===== src/rtl/core_pkg.sv =====
// Shared core definitions: ALU control codes, M-extension sequencer states, default width.
package core_pkg;

  localparam int unsigned XlenDefault = 32;

  // alu_ctl codes shared by the decoder, ALU and M-extension sequencer
  localparam logic [4:0] AluAdd    = 5'b00000;
  localparam logic [4:0] AluMul    = 5'b00010;
  localparam logic [4:0] AluMulh   = 5'b00011;
  localparam logic [4:0] AluMulhsu = 5'b00100;
  localparam logic [4:0] AluMulhu  = 5'b00101;
  localparam logic [4:0] AluDiv    = 5'b00110;
  localparam logic [4:0] AluDivu   = 5'b00111;
  localparam logic [4:0] AluRem    = 5'b01000;
  localparam logic [4:0] AluRemu   = 5'b01001;

  typedef enum logic [2:0] {
    StIdle,
    StMul,
    StDiv,
    StFix,
    StDone
  } md_state_e;

  // M-codes form one contiguous range
  function automatic logic is_mcode(input logic [4:0] ctl);
    return (ctl >= AluMul) && (ctl <= AluRemu);
  endfunction

  function automatic logic is_div_code(input logic [4:0] ctl);
    return (ctl >= AluDiv) && (ctl <= AluRemu);
  endfunction

endpackage


===== src/rtl/md_div_core.sv =====
// Restoring divider datapath: one quotient bit per step, unsigned operands.
// load captures the operands; load and step together perform the first step from the
// freshly loaded values so XLEN steps take XLEN cycles.
module md_div_core #(
  parameter int unsigned XLEN = 32
) (
  input  logic            clk,
  input  logic            rst,
  input  logic            load,
  input  logic            step,
  input  logic [XLEN-1:0] dividend,
  input  logic [XLEN-1:0] divisor,
  output logic [XLEN-1:0] q,
  output logic [XLEN-1:0] r,
  output logic            last
);

  localparam int unsigned CntW = $clog2(XLEN);

  logic [XLEN-1:0] q_q, q_d, r_q, r_d, d_q, d_d;
  logic [CntW-1:0] cnt_q, cnt_d;
  logic [XLEN-1:0] src_q, src_r, src_d;
  logic [XLEN:0]   shifted, diff;

  // Shift-subtract step on either the loaded operands or the running registers
  always_comb begin
    src_r   = load ? '0 : r_q;
    src_q   = load ? dividend : q_q;
    src_d   = load ? divisor : d_q;
    shifted = {src_r, src_q[XLEN-1]};
    // MSB of diff set means the trial subtraction went negative
    diff    = shifted - {1'b0, src_d};
    q_d     = q_q;
    r_d     = r_q;
    d_d     = src_d;
    cnt_d   = cnt_q;
    if (load) begin
      q_d   = dividend;
      r_d   = '0;
      cnt_d = '0;
    end
    if (step) begin
      if (!diff[XLEN]) begin
        r_d = diff[XLEN-1:0];
        q_d = {src_q[XLEN-2:0], 1'b1};
      end else begin
        r_d = shifted[XLEN-1:0];
        q_d = {src_q[XLEN-2:0], 1'b0};
      end
      if (!load) begin
        cnt_d = cnt_q + CntW'(1);
      end
    end
  end

  // Divider state registers
  always_ff @(posedge clk) begin
    if (rst) begin
      q_q   <= '0;
      r_q   <= '0;
      d_q   <= '0;
      cnt_q <= '0;
    end else begin
      q_q   <= q_d;
      r_q   <= r_d;
      d_q   <= d_d;
      cnt_q <= cnt_d;
    end
  end

  assign q    = q_q;
  assign r    = r_q;
  // Counter is cleared on the step that loads, so the final step sees XLEN-2
  assign last = (cnt_q == CntW'(XLEN - 2));

endmodule


===== src/rtl/md_seq.sv =====
// Multi-cycle M-extension sequencer: registered multiply, restoring divide, pipeline stall.
module md_seq
  import core_pkg::*;
#(
  parameter int unsigned XLEN = XlenDefault
) (
  input  logic            clk,
  input  logic            rst,
  input  logic            start,
  input  logic [4:0]      alu_ctl,
  input  logic [XLEN-1:0] op_a,
  input  logic [XLEN-1:0] op_b,
  input  logic            flush,
  output logic            stall,
  output logic            busy,
  output logic            done,
  output logic [XLEN-1:0] result
);

  md_state_e       state_q, state_d;
  logic [XLEN-1:0] a_q, a_d, b_q, b_d, result_q, result_d;
  logic [4:0]      ctl_q, ctl_d;
  logic            done_q, done_d;
  logic            first_q, first_d;

  logic accept;
  assign accept = start && is_mcode(alu_ctl) && !flush;

  // Multiply: sign/zero-extend to 2*XLEN bits; product modulo 2^(2*XLEN) is exact
  logic            sign_a, sign_b;
  logic [2*XLEN-1:0] a_wide, b_wide, prod;
  logic [XLEN-1:0] mul_res;
  assign sign_a  = (ctl_q == AluMulh || ctl_q == AluMulhsu) && a_q[XLEN-1];
  assign sign_b  = (ctl_q == AluMulh) && b_q[XLEN-1];
  assign a_wide  = {{XLEN{sign_a}}, a_q};
  assign b_wide  = {{XLEN{sign_b}}, b_q};
  assign prod    = a_wide * b_wide;
  assign mul_res = (ctl_q == AluMul) ? prod[XLEN-1:0] : prod[2*XLEN-1:XLEN];

  // Divide operand conditioning and special cases
  logic            div_signed, want_rem, a_neg, b_neg, div_zero, div_ovf, special;
  logic [XLEN-1:0] abs_a, abs_b, special_res, div_q, div_r, fix_res;
  logic            div_load, div_step, div_last;
  assign div_signed  = (ctl_q == AluDiv) || (ctl_q == AluRem);
  assign want_rem    = (ctl_q == AluRem) || (ctl_q == AluRemu);
  assign a_neg       = div_signed && a_q[XLEN-1];
  assign b_neg       = div_signed && b_q[XLEN-1];
  assign abs_a       = a_neg ? -a_q : a_q;
  assign abs_b       = b_neg ? -b_q : b_q;
  assign div_zero    = (b_q == '0);
  assign div_ovf     = div_signed && (a_q == {1'b1, {(XLEN-1){1'b0}}}) && (b_q == '1);
  assign special     = div_zero || div_ovf;
  assign special_res = div_zero ? (want_rem ? a_q : '1) : (want_rem ? '0 : a_q);
  assign fix_res     = want_rem ? (a_neg ? -div_r : div_r)
                                : ((a_neg ^ b_neg) ? -div_q : div_q);

  assign div_load = (state_q == StDiv) && first_q && !special;
  assign div_step = (state_q == StDiv) && !(first_q && special);

  md_div_core #(
    .XLEN(XLEN)
  ) u_div_core (
    .clk      (clk),
    .rst      (rst),
    .load     (div_load),
    .step     (div_step),
    .dividend (abs_a),
    .divisor  (abs_b),
    .q        (div_q),
    .r        (div_r),
    .last     (div_last)
  );

  // Next-state, operand latch and registered result/done
  always_comb begin
    state_d  = state_q;
    a_d      = a_q;
    b_d      = b_q;
    ctl_d    = ctl_q;
    result_d = result_q;
    done_d   = 1'b0;
    first_d  = 1'b0;
    unique case (state_q)
      StIdle: begin
        if (accept) begin
          a_d     = op_a;
          b_d     = op_b;
          ctl_d   = alu_ctl;
          state_d = is_div_code(alu_ctl) ? StDiv : StMul;
          first_d = is_div_code(alu_ctl);
        end
      end
      StMul: begin
        result_d = mul_res;
        done_d   = 1'b1;
        state_d  = StDone;
      end
      StDiv: begin
        if (first_q && special) begin
          result_d = special_res;
          done_d   = 1'b1;
          state_d  = StDone;
        end else if (!first_q && div_last) begin
          state_d = StFix;
        end
      end
      StFix: begin
        result_d = fix_res;
        done_d   = 1'b1;
        state_d  = StDone;
      end
      StDone: begin
        state_d = StIdle;
      end
      default: begin
        state_d = StIdle;
      end
    endcase
    // Redirect kills whatever is in flight
    if (flush) begin
      state_d = StIdle;
      done_d  = 1'b0;
      first_d = 1'b0;
    end
  end

  // Sequencer state and registered outputs
  always_ff @(posedge clk) begin
    if (rst) begin
      state_q  <= StIdle;
      a_q      <= '0;
      b_q      <= '0;
      ctl_q    <= '0;
      result_q <= '0;
      done_q   <= 1'b0;
      first_q  <= 1'b0;
    end else begin
      state_q  <= state_d;
      a_q      <= a_d;
      b_q      <= b_d;
      ctl_q    <= ctl_d;
      result_q <= result_d;
      done_q   <= done_d;
      first_q  <= first_d;
    end
  end

  assign stall  = ((state_q == StIdle) && accept) ||
                  (state_q inside {StMul, StDiv, StFix});
  assign busy   = (state_q != StIdle);
  assign done   = done_q;
  assign result = result_q;

endmodule


===== config.mk =====
export PLATFORM = sky130hd
export DESIGN_NAME = md_seq
export DESIGN_NICKNAME = d
export VERILOG_FILES = /design/src/rtl/core_pkg.sv /design/src/rtl/md_div_core.sv /design/src/rtl/md_seq.sv
export SDC_FILE = /design/constraint.sdc
export NUM_CORES = 2
export LEC_CHECK = 0
export CAP_MARGIN = 20
export CORE_MARGIN = 1.5
export CORE_UTILIZATION = 54
export CTS_CLUSTER_DIAMETER = 120
export DETAILED_ROUTE_END_ITERATION = 6
export DONT_BUFFER_PORTS = 1
export GPL_ROUTABILITY_DRIVEN = 0
export PLACE_DENSITY = 0.69
export SYNTH_ARGS = -nofsm -noshare
export SYNTH_HDL_FRONTEND = slang
export SYNTH_SLANG_ARGS = --single-unit
export TNS_END_PERCENT = 5

===== constraint.sdc =====
create_clock -name clk -period 13.88 [get_ports clk]
set_input_delay 2.082 -clock clk [delete_from_list [all_inputs] [get_ports clk]]
set_output_delay 2.082 -clock clk [all_outputs]
set_load 0.01 [all_outputs]

# After elaboration in Yosys (flattened, before gate mapping)
# Index checks and enable logic that the tools add are counted.
# classes
addsub,6
multipliers,1
n_mux,28
n_eq_ne,15
n_bitwise,3
magnitude_cmp,3
n_reduce_logical,35
# op_table
operator,n
$mux W32,16
$neg A32 Y32,4
$pmux W32 S3,1
$eq A32 B32 Y1 const B,2
$mul A33 B33 Y64,1
$sub A33 B32 Y33,1
$logic_not A32 Y1,1
$logic_and A1 B1 Y1,16
$mux W5,3
$eq A5 B2 Y1 const B,2
$eq A5 B3 Y1 const B,2
$eq A5 B4 Y1 const B,2
$mux W3,3
$pmux W3 S3,1
$eq A3 B2 Y1 const B,2
$reduce_and A2 Y1,3
$reduce_bool A3 Y1,2
$add A5 B1 Y5 const B,1
$eq A5 B5 Y1 const B,1
$ge A5 B2 Y1 const B,1
$ge A5 B3 Y1 const B,1
$le A5 B4 Y1 const B,1
$logic_or A1 B1 Y1,5
$logic_not A1 Y1,4
other kinds (12),15
# totals
regBits,207
out_inout_bits,35

# Depth between registers and ports, before layout
# depth
ltp_word,11
depth_mapped,32
depth_no_buf,29

# Modules after synthesis
# A second synthesis with hierarchy kept.
# hier_totals
cells_unflattened,6107
area_unflattened_um2,52240.1
# modules_own_cells
module,cells_each,area_each_um2,instances
md_seq,5421,45887.8,1
md_div_core,686,6352.3,1

# Worst setup path after synthesis
# Ideal clock, no wire load.
# synth_timing
kind,reg2reg
from,register ctl_q[2]
to,"register result_q[25], in the netlist result[25]"
t_arrival_ps,8880
n_path_buf,4
period_less_slack_ps,8959
setup_slack_ps,4921
path_stages_with_launch,29
setup_ps,79
t_required_ps,13801
path_cell_list,dfxtp_1 clkbuf_1 or3b_2 a2111oi_2 clkbuf_1 clkbuf_1 nand2_1 fa_1 fa_1 inv_1 fa_1 inv_1 fa_1 inv_1 fa_1 fa_1 fa_1 inv_1 fa_1 inv_1 ha_1 clkbuf_1 a21o_1 a21o_1 a21o_1 a21oi_1 o21a_1 or4b_1 o211ai_1
# synth_between
elab_chain_cells,8
# synth_rtl
element,line_no,text
from (decl),md_seq.sv:22,"logic [4:0] ctl_q, ctl_d;"
from (signal assigned),md_seq.sv:141,ctl_q <= ctl_d;
"parallel branches: the longest is 8 deep, another holds $mul A33 B33 Y64",-,
to (signal assigned),md_seq.sv:142,result_q <= result_d;
to (decl),md_seq.sv:21,"logic [XLEN-1:0] a_q, a_d, b_q, b_d, result_q, result_d;"
# Parallel ways; which one is timed is not known. The select of a mux whose other input is x is not followed.
# A chain may end at the register's enable or synchronous reset.

# Final worst setup path
# layout_timing
from,register b_q[31]
to,"register result_q[23], in the netlist result[23]"
# layout_between
elab_chain_cells,6
# layout_rtl
element,line_no,text
from (decl),md_seq.sv:21,
from (signal assigned),md_seq.sv:132,b_q <= '0;
from (signal assigned),md_seq.sv:140,b_q <= b_d;
"parallel branches: the longest is 6 deep, another holds $mul A33 B33 Y64",-,
# Parallel ways; which one is timed is not known. The select of a mux whose other input is x is not followed.

==> results.md <==
* WL per Instance at 23.4 µm
* Setup Fix Bufs, Post-CTS at 0
* Hold worst-path end: u_div_core.d_q[28]
* Pwr/cell area at 29.1 mW/mm²
* Relative slew slack at 0.220
* Slew @ Worst Pin at 1.14 ns
* Max-Cap Viols at 0
* Final setup vio count at 0
* RR Startpoint: b_q[31]
* Hold Path Origin: u_div_core.d_q[28]
* Maximum clock path buffer count at 3
* Die Wd at 313 µm
* Largest net degree at the start of global routing at 185
* Ys Warns at 0
* Drc violations at 1
* CP endpoint kind: register
* Most frequent cells in the layout: inv_1 (1205), nand2_1 (1128), fa_1 (1126)
* I/O pin count at 108
* First-pass GRT wire length at 262000 µm
* Async SR Flop Fraction at 0
* Drt via density at 5.96
* Register-to-Register Path Depth at 27
* Failing checks: DRC
* Initial Util at 0.545
* Hold buffer count at CTS at 0
* Worst R2R Setup Slack at 3.94 ns
* Crit path launch type: register
* Worst setup startpoint: b_q[31]
* Final Hold Slack at 0.486 ns
* Ys flop type: dfxtp_1
* Cell count after placement at 7149
* Max rail drop VDD at 0.0725 mV
* Worst setup margin at 3.94 ns
* Mapped Cells at 6199
* Setup Crit Path Kind: register to register
* CTS sink cnt at 207
* Status: complete, but fails checks
* HP Class: register to register
* Total Power at 1.56 mW
* Worst endpoint required time at 14.40 ns
* P&R area growth vs syn at 3.15%
* Vias in the first global route at 44100
* DRT Wirelength at 168000 µm
* First-pass DRT Iterations at 7
* Netlist cell types at 88
* Seq/Total Area, Yosys at 0.0800
* Reg-to-Reg End: result[23]
* Register bit total from synthesis at 207
* Vias at 42900
* Initial drt markers at 4414
* Clk pin slew, worst setup/hold paths at 0.08 ns
* Syn Nets at 7649
* Clk_skew at 0.0293 ns
* Root Driver: clkbuf_16
* Die area at 0.0978 mm²
* CTS buffer count at 22
* Final HPWL DP at 120000 µm
* Fin cells at 7192
* Final Cycle Share at 0.716
* Hold Fails Final Rpt at 0
* H-tree depth at 1
* Worst Setup Slack post-DPL at 4.14 ns
* Post-synth EDFFs at 0
* Post-DRT Antenna Nets at 0
* Total GRT Usage at 0.352
* CTS tree: done
* Final min period at 9.94 ns
* IO buf count at 0
* WHS Path Cells at 2
* Worst Path Max Fanout at 38
* Initial antenna violation count at 13
* Avg Cell Area, Syn at 8.36 µm²
* Fill count at 8705
* Worst skew pair latency at 0.59 ns
* Layout cells sized above 1 at 0.0368
* Arr. time, crit path at 10.45 ns
* Row count at 113
* Total global routing overflow at 0
* Fin nets at 7359
* Commonest non-fill, non-tap cell in the layout: inv_1
* Fmax at 0.101 GHz
* RSZ-0062 raised after global routing: false
* Setup TNS at 0 ns
* Lkg Pwr at 24.1 nW
* Syn Std Cell Area at 0.0518 mm²
* Post-CTS Resized at 0
* Die height at 313 µm
* Core area at 0.0950 mm²
* Final Max Slew Viols at 0
[logic make-up after synthesis]
| group | count (synthesis) | share of synthesized area |
|---|---|---|
| AND/OR/NAND/NOR | 1993 | 0.174 |
| buffers and inverters | 1612 | 0.118 |
| adder cells (fa/ha/maj) | 1377 | 0.496 |
| AO/OA/AOI/OAI | 791 | 0.0941 |
| XOR/XNOR | 215 | 0.0371 |
| flip-flops | 207 | 0.0800 |
| multiplexers | 4 | 0.000797 |
[worst max-delay path by stage]
stage | end | slack [ns] | cells past startpoint
after detailed placement | result[23] | 4.14 | 27
final | result[23] | 3.94 | 27
after floorplan | result[25] | 4.92 | 28
after CTS | result[23] | 4.11 | 25
after global placement | result[23] | 4.25 | 28
after global routing | result[28] | 3.61 | 28
[worst max-delay path, stage by stage, from the launching register on]
cell and delay [ns]:
dfxtp_1 0.31, buf_4 0.47, inv_1 0.18, or4_2 1.15, inv_1 0.30, nand2_1 0.10, fa_1 0.46, fa_1 0.41
fa_1 0.54, fa_1 0.43, fa_1 0.50, inv_1 0.06, fa_1 0.48, inv_1 0.05, fa_1 0.45, fa_1 0.49
inv_1 0.04, ha_1 0.39, o21a_1 0.17, o21bai_1 0.09, a2111oi_0 1.01, a21oi_1 0.21, o21a_1 0.22, a21oi_2 0.23
a21oi_1 0.20, or4b_1 0.53, a31oi_1 0.17, o221a_2 0.20
[sequential cells by signal (all words and copies together), names as in the netlist]
name,cells
a_q,32
b_q,32
result,32
u_div_core.d_q,32
u_div_core.q,32
u_div_core.r,32
ctl_q,5
u_div_core.cnt_q,5
state_q,3
done,1
first_q,1
[synthesized netlist by cell type, drive strengths merged, types with 26 or more instances]
cell	n	area, µm²
buf	124	524
o211ai	46	345
nand3	56	280
nand2	1130	4250
a211oi	27	203
a21oi	296	1490
a21o	49	368
xor2	107	945
clkbuf	281	1050
ha	251	3140
inv	1206	4530
fa	1126	22500
xnor2	107	956
nand4	29	181
o31ai	26	195
nor3	56	285
nor2	233	875
dfxtp	207	4140
o21ai	174	875
a31oi	35	219
and2	336	2100
[through the flow]
stage	utilization	instance area, µm²
floorplan	-	51800
global placement	0.554	52600
detailed placement	0.554	52600
CTS	0.562	53400
global route	0.562	53400
finish	0.563	53400
[routing by layer]
metal,routed length [µm],share of wire,up-vias,global-route usage
li1,-,-,18200,-
met1,61400,0.36,21500,0.443
met2,75300,0.45,2479,0.555
met3,20200,0.12,651,0.0996
met4,11200,0.067,12,0.181
met5,81,0.00048,-,0
[layout make-up]
cell class                 instances  area, µm²  area share
multi-input combinational       4380      41700       0.779
antenna                            3       7.51    0.000140
tap                             1265       1580      0.0296
clock inverter                    14        184     0.00344
clock buffer                      25        582      0.0109
sequential                       207       4200      0.0785
timing repair buffer              91        701      0.0131
inverter                        1207       4530      0.0848
[where the power goes]
part | switching (mW) | total [mW] | internal [mW]
Sequential | 0.0135 | 0.614 | 0.601
Combinational | 0.205 | 0.272 | 0.0678
Clock | 0.307 | 0.669 | 0.362
Note: power is estimated with default switching activity, not from simulation.
